## config.mk

```make
export PLATFORM = sky130hd
export DESIGN_NAME = mips_multicycle_ctrl
export DESIGN_NICKNAME = d
export VERILOG_FILES = /design/src/rtl/mips_multicycle_ctrl.sv
export SDC_FILE = /design/constraint.sdc
export NUM_CORES = 1
export LEC_CHECK = 0
export BUFFER_PORTS_ARGS = -buffer_cell sky130_fd_sc_hd__buf_2
export CAP_MARGIN = 20
export CELL_PAD_IN_SITES_DETAIL_PLACEMENT = 1
export CELL_PAD_IN_SITES_GLOBAL_PLACEMENT = 2
export CORE_UTILIZATION = 33
export DETAILED_ROUTE_END_ITERATION = 7
export PLACE_DENSITY = 0.94
export RECOVER_POWER = 100
export SYNTH_ARGS = -nofsm -noshare
export SYNTH_HDL_FRONTEND = slang
export SYNTH_SLANG_ARGS = --single-unit
```

## constraint.sdc

```tcl
create_clock -name i_clk -period 3 [get_ports i_clk]
set_input_delay 0.6 -clock i_clk [delete_from_list [all_inputs] [get_ports i_clk]]
set_output_delay 0.6 -clock i_clk [all_outputs]
set_load 0.005 [all_outputs]
```

## src/rtl/mips_multicycle_ctrl.sv

```systemverilog
// -----------------------------------------------------------------------------
// mips_multicycle_ctrl
// Multi-cycle sequencer for the mini MIPS datapath. Each instruction is stepped
// through FETCH / DECODE / EXEC / MEM / WB. The sequencer drives the datapath
// strobes one phase at a time. It waits on the instruction and data memory
// handshakes, flags illegal opcodes and memory timeouts, and counts retired
// instructions.
//
// Parameters
//   TIMEOUT : max wait cycles in FETCH or MEM before ERR (0 = never time out)
//   CNT_W   : width of o_retired_cnt
//
// Ports
//   i_clk, i_rst        : clock, asynchronous active-high reset
//   i_run               : level, start/continue issuing instructions
//   i_opcode[3:0]       : IR[15:12], sampled in DECODE
//   i_imem_ready        : instruction word available this cycle
//   i_dmem_ready        : data access completes this cycle
//   o_imem_req, o_dmem_req, o_ir_write, o_pc_write : fetch / memory strobes
//   o_reg_dest, o_reg_write, o_mem_read, o_mem_write, o_mem_to_reg,
//   o_alu_src, o_alu_op[2:0], o_branch_eq, o_branch_not_eq : datapath controls
//   o_busy, o_err, o_retire, o_retired_cnt : status
// -----------------------------------------------------------------------------
module mips_multicycle_ctrl #(
    parameter int unsigned TIMEOUT = 15,
    parameter int unsigned CNT_W   = 16
) (
    input  logic             i_clk,
    input  logic             i_rst,
    input  logic             i_run,
    input  logic [3:0]       i_opcode,
    input  logic             i_imem_ready,
    input  logic             i_dmem_ready,
    output logic             o_imem_req,
    output logic             o_dmem_req,
    output logic             o_ir_write,
    output logic             o_pc_write,
    output logic             o_reg_dest,
    output logic             o_reg_write,
    output logic             o_mem_read,
    output logic             o_mem_write,
    output logic             o_mem_to_reg,
    output logic             o_alu_src,
    output logic [2:0]       o_alu_op,
    output logic             o_branch_eq,
    output logic             o_branch_not_eq,
    output logic             o_busy,
    output logic             o_err,
    output logic             o_retire,
    output logic [CNT_W-1:0] o_retired_cnt
);

    typedef enum logic [2:0] {
        S_IDLE   = 3'd0,
        S_FETCH  = 3'd1,
        S_DECODE = 3'd2,
        S_EXEC   = 3'd3,
        S_MEM    = 3'd4,
        S_WB     = 3'd5,
        S_ERR    = 3'd6
    } state_t;

    localparam int unsigned WAIT_W = (TIMEOUT < 2) ? 1 : $clog2(TIMEOUT + 1);
    localparam logic [WAIT_W-1:0] TIMEOUT_V = WAIT_W'(TIMEOUT);

    localparam logic [3:0] OP_R   = 4'b0000;
    localparam logic [3:0] OP_BEQ = 4'b0101;
    localparam logic [3:0] OP_BNE = 4'b0110;
    localparam logic [3:0] OP_LW  = 4'b1000;
    localparam logic [3:0] OP_SW  = 4'b1001;

    state_t              r_state;
    state_t              w_next;
    logic [3:0]          r_op;
    logic [WAIT_W-1:0]   r_wait;
    logic [CNT_W-1:0]    r_cnt;
    logic                w_wait_clr;
    logic                w_wait_inc;
    logic                w_timeout;

    // Opcodes 1010..1111 are unassigned.
    function automatic logic is_illegal(input logic [3:0] op);
        return op[3] & (op[2] | op[1]);
    endfunction

    function automatic logic [2:0] alu_op_of(input logic [3:0] op);
        logic [2:0] v;
        case (op)
            4'b0000:          v = 3'b000;
            4'b0001:          v = 3'b001;
            4'b0010:          v = 3'b110;
            4'b0011:          v = 3'b011;
            4'b0100:          v = 3'b100;
            4'b0101, 4'b0110: v = 3'b010;
            4'b0111:          v = 3'b111;
            4'b1000, 4'b1001: v = 3'b001;
            default:          v = 3'b000;
        endcase
        return v;
    endfunction

    // A ready arriving in the same cycle as the limit is checked first, so it wins.
    assign w_timeout = (TIMEOUT != 32'd0) && (r_wait == TIMEOUT_V);

    // State, latched opcode, wait counter and retire counter.
    always_ff @(posedge i_clk or posedge i_rst) begin
        if (i_rst) begin
            r_state <= S_IDLE;
            r_op    <= 4'b0000;
            r_wait  <= '0;
            r_cnt   <= '0;
        end else begin
            r_state <= w_next;
            if (r_state == S_DECODE) begin
                r_op <= i_opcode;
            end
            if (w_wait_clr) begin
                r_wait <= '0;
            end else if (w_wait_inc) begin
                r_wait <= r_wait + {{(WAIT_W-1){1'b0}}, 1'b1};
            end
            if (o_retire) begin
                r_cnt <= r_cnt + {{(CNT_W-1){1'b0}}, 1'b1};
            end
        end
    end

    // Next-state and strobe decode; retire chooses FETCH or IDLE from run.
    always_comb begin
        w_next          = r_state;
        w_wait_clr      = 1'b0;
        w_wait_inc      = 1'b0;
        o_imem_req      = 1'b0;
        o_dmem_req      = 1'b0;
        o_ir_write      = 1'b0;
        o_pc_write      = 1'b0;
        o_reg_dest      = 1'b0;
        o_reg_write     = 1'b0;
        o_mem_read      = 1'b0;
        o_mem_write     = 1'b0;
        o_mem_to_reg    = 1'b0;
        o_alu_src       = 1'b0;
        o_alu_op        = 3'b000;
        o_branch_eq     = 1'b0;
        o_branch_not_eq = 1'b0;
        o_retire        = 1'b0;
        case (r_state)
            S_IDLE: begin
                if (i_run) begin
                    w_next     = S_FETCH;
                    w_wait_clr = 1'b1;
                end else begin
                    w_next = S_IDLE;
                end
            end
            S_FETCH: begin
                o_imem_req = 1'b1;
                if (i_imem_ready) begin
                    o_ir_write = 1'b1;
                    o_pc_write = 1'b1;
                    w_next     = S_DECODE;
                end else if (w_timeout) begin
                    w_next = S_ERR;
                end else begin
                    w_wait_inc = 1'b1;
                end
            end
            S_DECODE: begin
                if (is_illegal(i_opcode)) begin
                    w_next = S_ERR;
                end else begin
                    w_next = S_EXEC;
                end
            end
            S_EXEC: begin
                o_alu_op  = alu_op_of(r_op);
                o_alu_src = !((r_op == OP_R) || (r_op == OP_BEQ) || (r_op == OP_BNE));
                if ((r_op == OP_BEQ) || (r_op == OP_BNE)) begin
                    o_branch_eq     = (r_op == OP_BEQ);
                    o_branch_not_eq = (r_op == OP_BNE);
                    o_retire        = 1'b1;
                end else if ((r_op == OP_LW) || (r_op == OP_SW)) begin
                    w_next     = S_MEM;
                    w_wait_clr = 1'b1;
                end else begin
                    w_next = S_WB;
                end
            end
            S_MEM: begin
                o_dmem_req  = 1'b1;
                o_mem_read  = (r_op == OP_LW);
                o_mem_write = (r_op == OP_SW);
                o_alu_op    = 3'b001;
                if (i_dmem_ready) begin
                    if (r_op == OP_SW) begin
                        o_retire = 1'b1;
                    end else begin
                        w_next = S_WB;
                    end
                end else if (w_timeout) begin
                    w_next = S_ERR;
                end else begin
                    w_wait_inc = 1'b1;
                end
            end
            S_WB: begin
                o_reg_write  = 1'b1;
                o_reg_dest   = (r_op == OP_R);
                o_mem_to_reg = (r_op == OP_LW);
                o_retire     = 1'b1;
            end
            S_ERR: begin
                w_next = S_ERR;
            end
            default: begin
                w_next = S_ERR;
            end
        endcase
        if (o_retire) begin
            if (i_run) begin
                w_next     = S_FETCH;
                w_wait_clr = 1'b1;
            end else begin
                w_next = S_IDLE;
            end
        end else begin
            w_next = w_next;
        end
    end

    assign o_busy        = (r_state != S_IDLE);
    assign o_err         = (r_state == S_ERR);
    assign o_retired_cnt = r_cnt;

endmodule

```

# [Yosys cells after proc, flatten, opt, wreduce, memory -nomap -nowiden]
# Memories as Yosys holds them, arrays and structs flattened.
# Index checks and enable logic that the tools add are counted.
[totals] regBits=27 rom_bits=48 word_cells=74 mem_count=1
[classes] n_addsub=2 eq_ne=14 mux=41 n_bitwise=2 n_reduce_logical=10
[mem_list] name="(no name shown)" words=16 word_bits=3 read_ports=1 rd_ports_with_merged_regs=0 wr=0 line="88" rtl="case (op)"
[ops] op="1-bit two-way mux" count=27
[ops] op="3-bit two-way mux" count=7
[ops] op="3-bit one-hot mux with 6 select lines" count=1
[ops] op="16-bit by 1-bit adder with 16-bit output, second input constant" count=1
[ops] op="4-bit == test, second input constant" count=3
[ops] op="3-bit == test, second input constant" count=3
[ops] op="4-bit by 3-bit == test with 1-bit output, second input constant" count=2
[ops] op="4-bit two-way mux" count=2
[ops] op="3-bit by 2-bit == test with 1-bit output, second input constant" count=2
[ops] op="3-bit one-hot mux with 2 select lines" count=1
[ops] op="4-bit by 1-bit adder with 4-bit output, second input constant" count=1
[ops] op="4-bit zero test" count=1
[ops] op="1-bit logical OR" count=4
[ops] op="4-bit inequality test, second input constant" count=1
[ops] op="1-bit one-hot mux with 2 select lines" count=2
[ops] op="3-bit by 1-bit == test with 1-bit output, second input constant" count=1
[ops] op="3-bit zero test" count=1
[ops] op="3-bit inequality test, second input constant" count=1
[ops] op="1-bit one-hot mux with 3 select lines" count=1
[ops] op="3-bit AND reduction" count=1
[ops] op="3-bit nonzero test" count=1
[ops] op="2-bit inequality test, second input constant" count=1
[ops] op="2-bit nonzero test" count=1
[ops] op="1-bit AND" count=1
[ops] op="2 further kinds" count=2

# [Longest topological paths before layout]
[depth] word_depth=8 ltp_mapped=8 depth_no_buf=8

# [Least setup slack after synthesis]
# Ideal clock, no wire load.
[synth_path] path_type="input -> register" from="input port i_dmem_ready" to="register r_wait[3]" setup_ns=0.120 t_arrival_ns=1.815 t_required_ns=2.880 setup_slack_ns=1.065 path_stages=5 n_path_buf=0 cell_sequence="or3b_2 a211oi_1 nand4_1 xor2_1 nor2_1"
[synth_between] elab_chain_len=4 word_cells_on_any_way=7
[synth_lines] item="start: declaration" line="33" rtl="input logic i_dmem_ready,"
[synth_lines] item="1-bit two-way mux" line="194" rtl="if (i_dmem_ready) begin"
[synth_lines] item="1-bit one-hot mux with 3 select lines" line="147" rtl="case (r_state)"
[synth_lines] item="1-bit two-way mux" line="219" rtl="if (o_retire) begin"
[synth_lines] item="4-bit two-way mux / 2-bit nonzero test (equally long branches)"
[synth_lines] item="end signal: assignment" line="120" rtl="r_wait <= r_wait + {{(WAIT_W-1){1'b0}}, 1'b1};"
[synth_lines] item="end: declaration" line="75" rtl="logic [WAIT_W-1:0] r_wait;"
# Several ways; a longest one is shown, not always the timed one.
# A chain may end at the register's enable or synchronous reset.

# [Final worst setup path]
[layout_path] from="register r_state[0]" to="output port o_retire"
[layout_between] elab_chain_len=2 word_cells_on_any_way=4
[layout_lines] item="start: declaration" line="72" rtl="state_t r_state;"
[layout_lines] item="start signal: assignment" line="113" rtl="r_state <= w_next;"
[layout_lines] item="3-bit == test / 3-bit by 2-bit == test with 1-bit output (equally long branches)" line="147"
[layout_lines] item="1-bit one-hot mux with 3 select lines (*)" line="147"
[layout_lines] item="end: declaration" line="49" rtl="output logic o_retire,"
# Mark *: on every way between the ends. The rest lies on a longest branch, timed or not.

==> flow_summary_export.csv <==
group,metric,value,unit
timing,maxSlewHeadroom,0.385,
timing,fin_crit_sh,0.908,
timing,worst_slack,0.275,ns
power,p_leak,0.818,nW
clock_network,cts_sinks,27,
timing,whs,0.272,ns
detailed_routing,drc_errors,0,
critical_path,crit_arrival,2.13,ns
clock_network,insertion_delay,0.28,ns
detailed_routing,viasPerCell,5.21,
clock_network,cts_hold_buf,0,
detailed_routing,wl,3940,um
synthesis,yosysWarningCount,0,
finish,layout_common_cells,"27 x dfrtp_1, 24 x buf_2, 17 x nor2_1",
grt,grt.overflow.total,0,
synthesis,synth.distinct_cells,39,
clock_network,cts_max_path_buffers,2,
placement,place.gp.congestion,0.750,
critical_path,worstSetupStartpointType,"register",
timing,tightest_slew,0.922,ns
timing,rsz0062_at_grt,"false",
floorplanning,start_util,0.356,
timing,finalSetupTns,0,ns
detailed_routing,wl_per_cell,14.8,um
finish,final_net_count,230,
synthesis,syn-cell-area,1600,um2
critical_path,critical_path_class,"reg2out",
floorplanning,dieArea,5140,um2
timing,max_freq,367,MHz
synthesis,synth.area.top_cells,"dfrtp_1 42%, xor2_1 6.0%, ha_1 4.7%",
grt,grt_pass1_wl,6520,um
clock_network,cts.repair.resized,0,
detailed_routing,drt_iter0_markers,73,
timing,setup-violations-final,0,
power,power_density,901,nW/um2
finish,syn2layout_area_growth,16.9,%
synthesis,async_reset_ff_frac,1.00,
detailed_routing,dr.pass1.iters,4,
synthesis,synth_area_leader_cell,"dfrtp_1",
synthesis,yosysTopAreaCellShare,0.422,
synthesis,syn_nets,188,
grt,antenna_found_initial,0,
placement,portBuffers,42,
floorplanning,rows,24,
floorplanning,fp.dieH,71.7,um
floorplanning,die_x,71.7,um
finish,filler_cell_count,567,
job,cap_viol_max_count,0,
clock_network,numCtsBuffers,3,
timing,finalHoldViolations,0,
finish,num_antenna_cells,0,
finish,drive_gt1_frac,0.168,
clock_network,cts_root_buf,"clkbuf_8",
clock_network,path_clk_slew,0.10,ns
synthesis,ys_seq_area_frac,0.422,
grt,grt_pass1_vias,1382,
grt,grt_max_degree,28,
clock_network,cts_max_level,1,
floorplanning,io_pins,43,
detailed_routing,final_antenna_net_count,0,
synthesis,synth-edff-count,0,
critical_path,crit_path_end_kind,"output pin",
synthesis,syn_inst,173,
synthesis,ys_ff_latch,27,
hold_path,hp-class,"in2async",
timing,skew,0.00615,ns
clock_network,cts_setup_buffers,0,
synthesis,ys.flop_type,"dfrtp_1",
floorplanning,core-area,4500,um2
detailed_routing,vias,1386,
finish,layout_commonest_cell,"dfrtp_1",
critical_path,worstPathRequired,2.40,ns
power,ir_drop,0.445,mV
clock_network,tritoncts,"done",
timing,slew_viol_final,0,
placement,pre_cts_slack,0.579,ns
synthesis,avgSynthCellArea,9.26,um2
grt,grt_usage,0.161,
placement,dp.final_hpwl,3050,um
run_status,status,"completed",
timing,fin_crit,2.73,ns
critical_path,critPathMaxFanout,15,
report_power, final:
| part | switching, W | total [W] | internal (W) |
|---|---|---|---|
| clock network | 0.000120 | 0.000217 | 0.0000976 |
| logic | 0.000424 | 0.000759 | 0.000335 |
| registers | 0.000223 | 0.000713 | 0.000490 |
| total | 0.000767 | 0.00169 | 0.000923 |
cell type report:
type,instances,area (um2),area share
flip-flops and latches,27,676,0.360
clock inverters,1,8.76,0.00467
clock buffers,3,41.3,0.0220
multi-input cells,129,848,0.453
well taps,52,65.1,0.0347
inverters,11,41.3,0.0220
repair buffers,43,194,0.103
flip-flops by register name, summed over array words and instances, names as in the netlist:
register,flops
r_op,4
r_wait,4
o_retired_cnt,16
r_state,3
worst paths after layout:
path                                    from                 to  slack (ns)  cells after the start
max in group asynchronous              i_rst  o_retired_cnt[14]        1.57                      3
min reg2reg                o_retired_cnt[15]  o_retired_cnt[15]        0.49                      1
min in group i_clk         o_retired_cnt[15]  o_retired_cnt[15]        0.49                      1
min                                    i_rst   o_retired_cnt[8]        0.27                      2
max                               r_state[0]           o_retire        0.27                      5
max reg2reg                          r_op[1]          r_wait[2]        0.58                      8
cell usage after synthesis, drive strengths merged (2+ instances only):
cell     instances
nor2            17
inv             11
nor2b            3
a2111oi          2
o21ai            7
dfrtp           27
nand2           16
nor4             6
clkbuf           3
nand4            5
a211oi           3
nor3b            3
or3              2
or3b             3
ha               6
nor4b            2
o21a             3
buf              3
a21oi            4
xnor2            6
nand3            8
mux2             2
xor2            11
nor3             4
and2             3
and3             4
metal layers:
metal	track usage	wire, um	vias to the layer above
li1	-	-	690
met1	0.221	1880	657
met2	0.262	1870	37
met3	0.0155	155	2
met4	0.0610	29	0
met5	0	0	-
kinds of logic (layout without fill, tap and decap cells):
family,after synthesis,after routing,synth area share
simple gates,79,79,0.269
compound gates,24,24,0.101
xor+xnor,17,17,0.0929
flops,27,27,0.422
fa+ha+maj,6,6,0.0468
buf+inv,17,58,0.0492
mux,3,3,0.0203
stage by stage:
step,power (W),util,instances,area (um2)
6_report,0.00169,0.416,266,1870
4_1_cts,0.00172,0.420,265,1890
3_3_place_gp,0.00146,0.409,261,1840
3_5_place_dp,0.00150,0.409,261,1840
5_1_grt,0.00185,0.416,266,1870
2_1_floorplan,0.00122,-,173,1600
worst max-delay path, cell delays in order, from the launching register on:
cell,delay (ns)
dfrtp_1,0.63
nand3b_4,0.19
or3b_1,0.39
o21a_2,0.30
inv_2,0.19
buf_2,0.14
No activity file was read; power rests on OpenSTA's default activity.
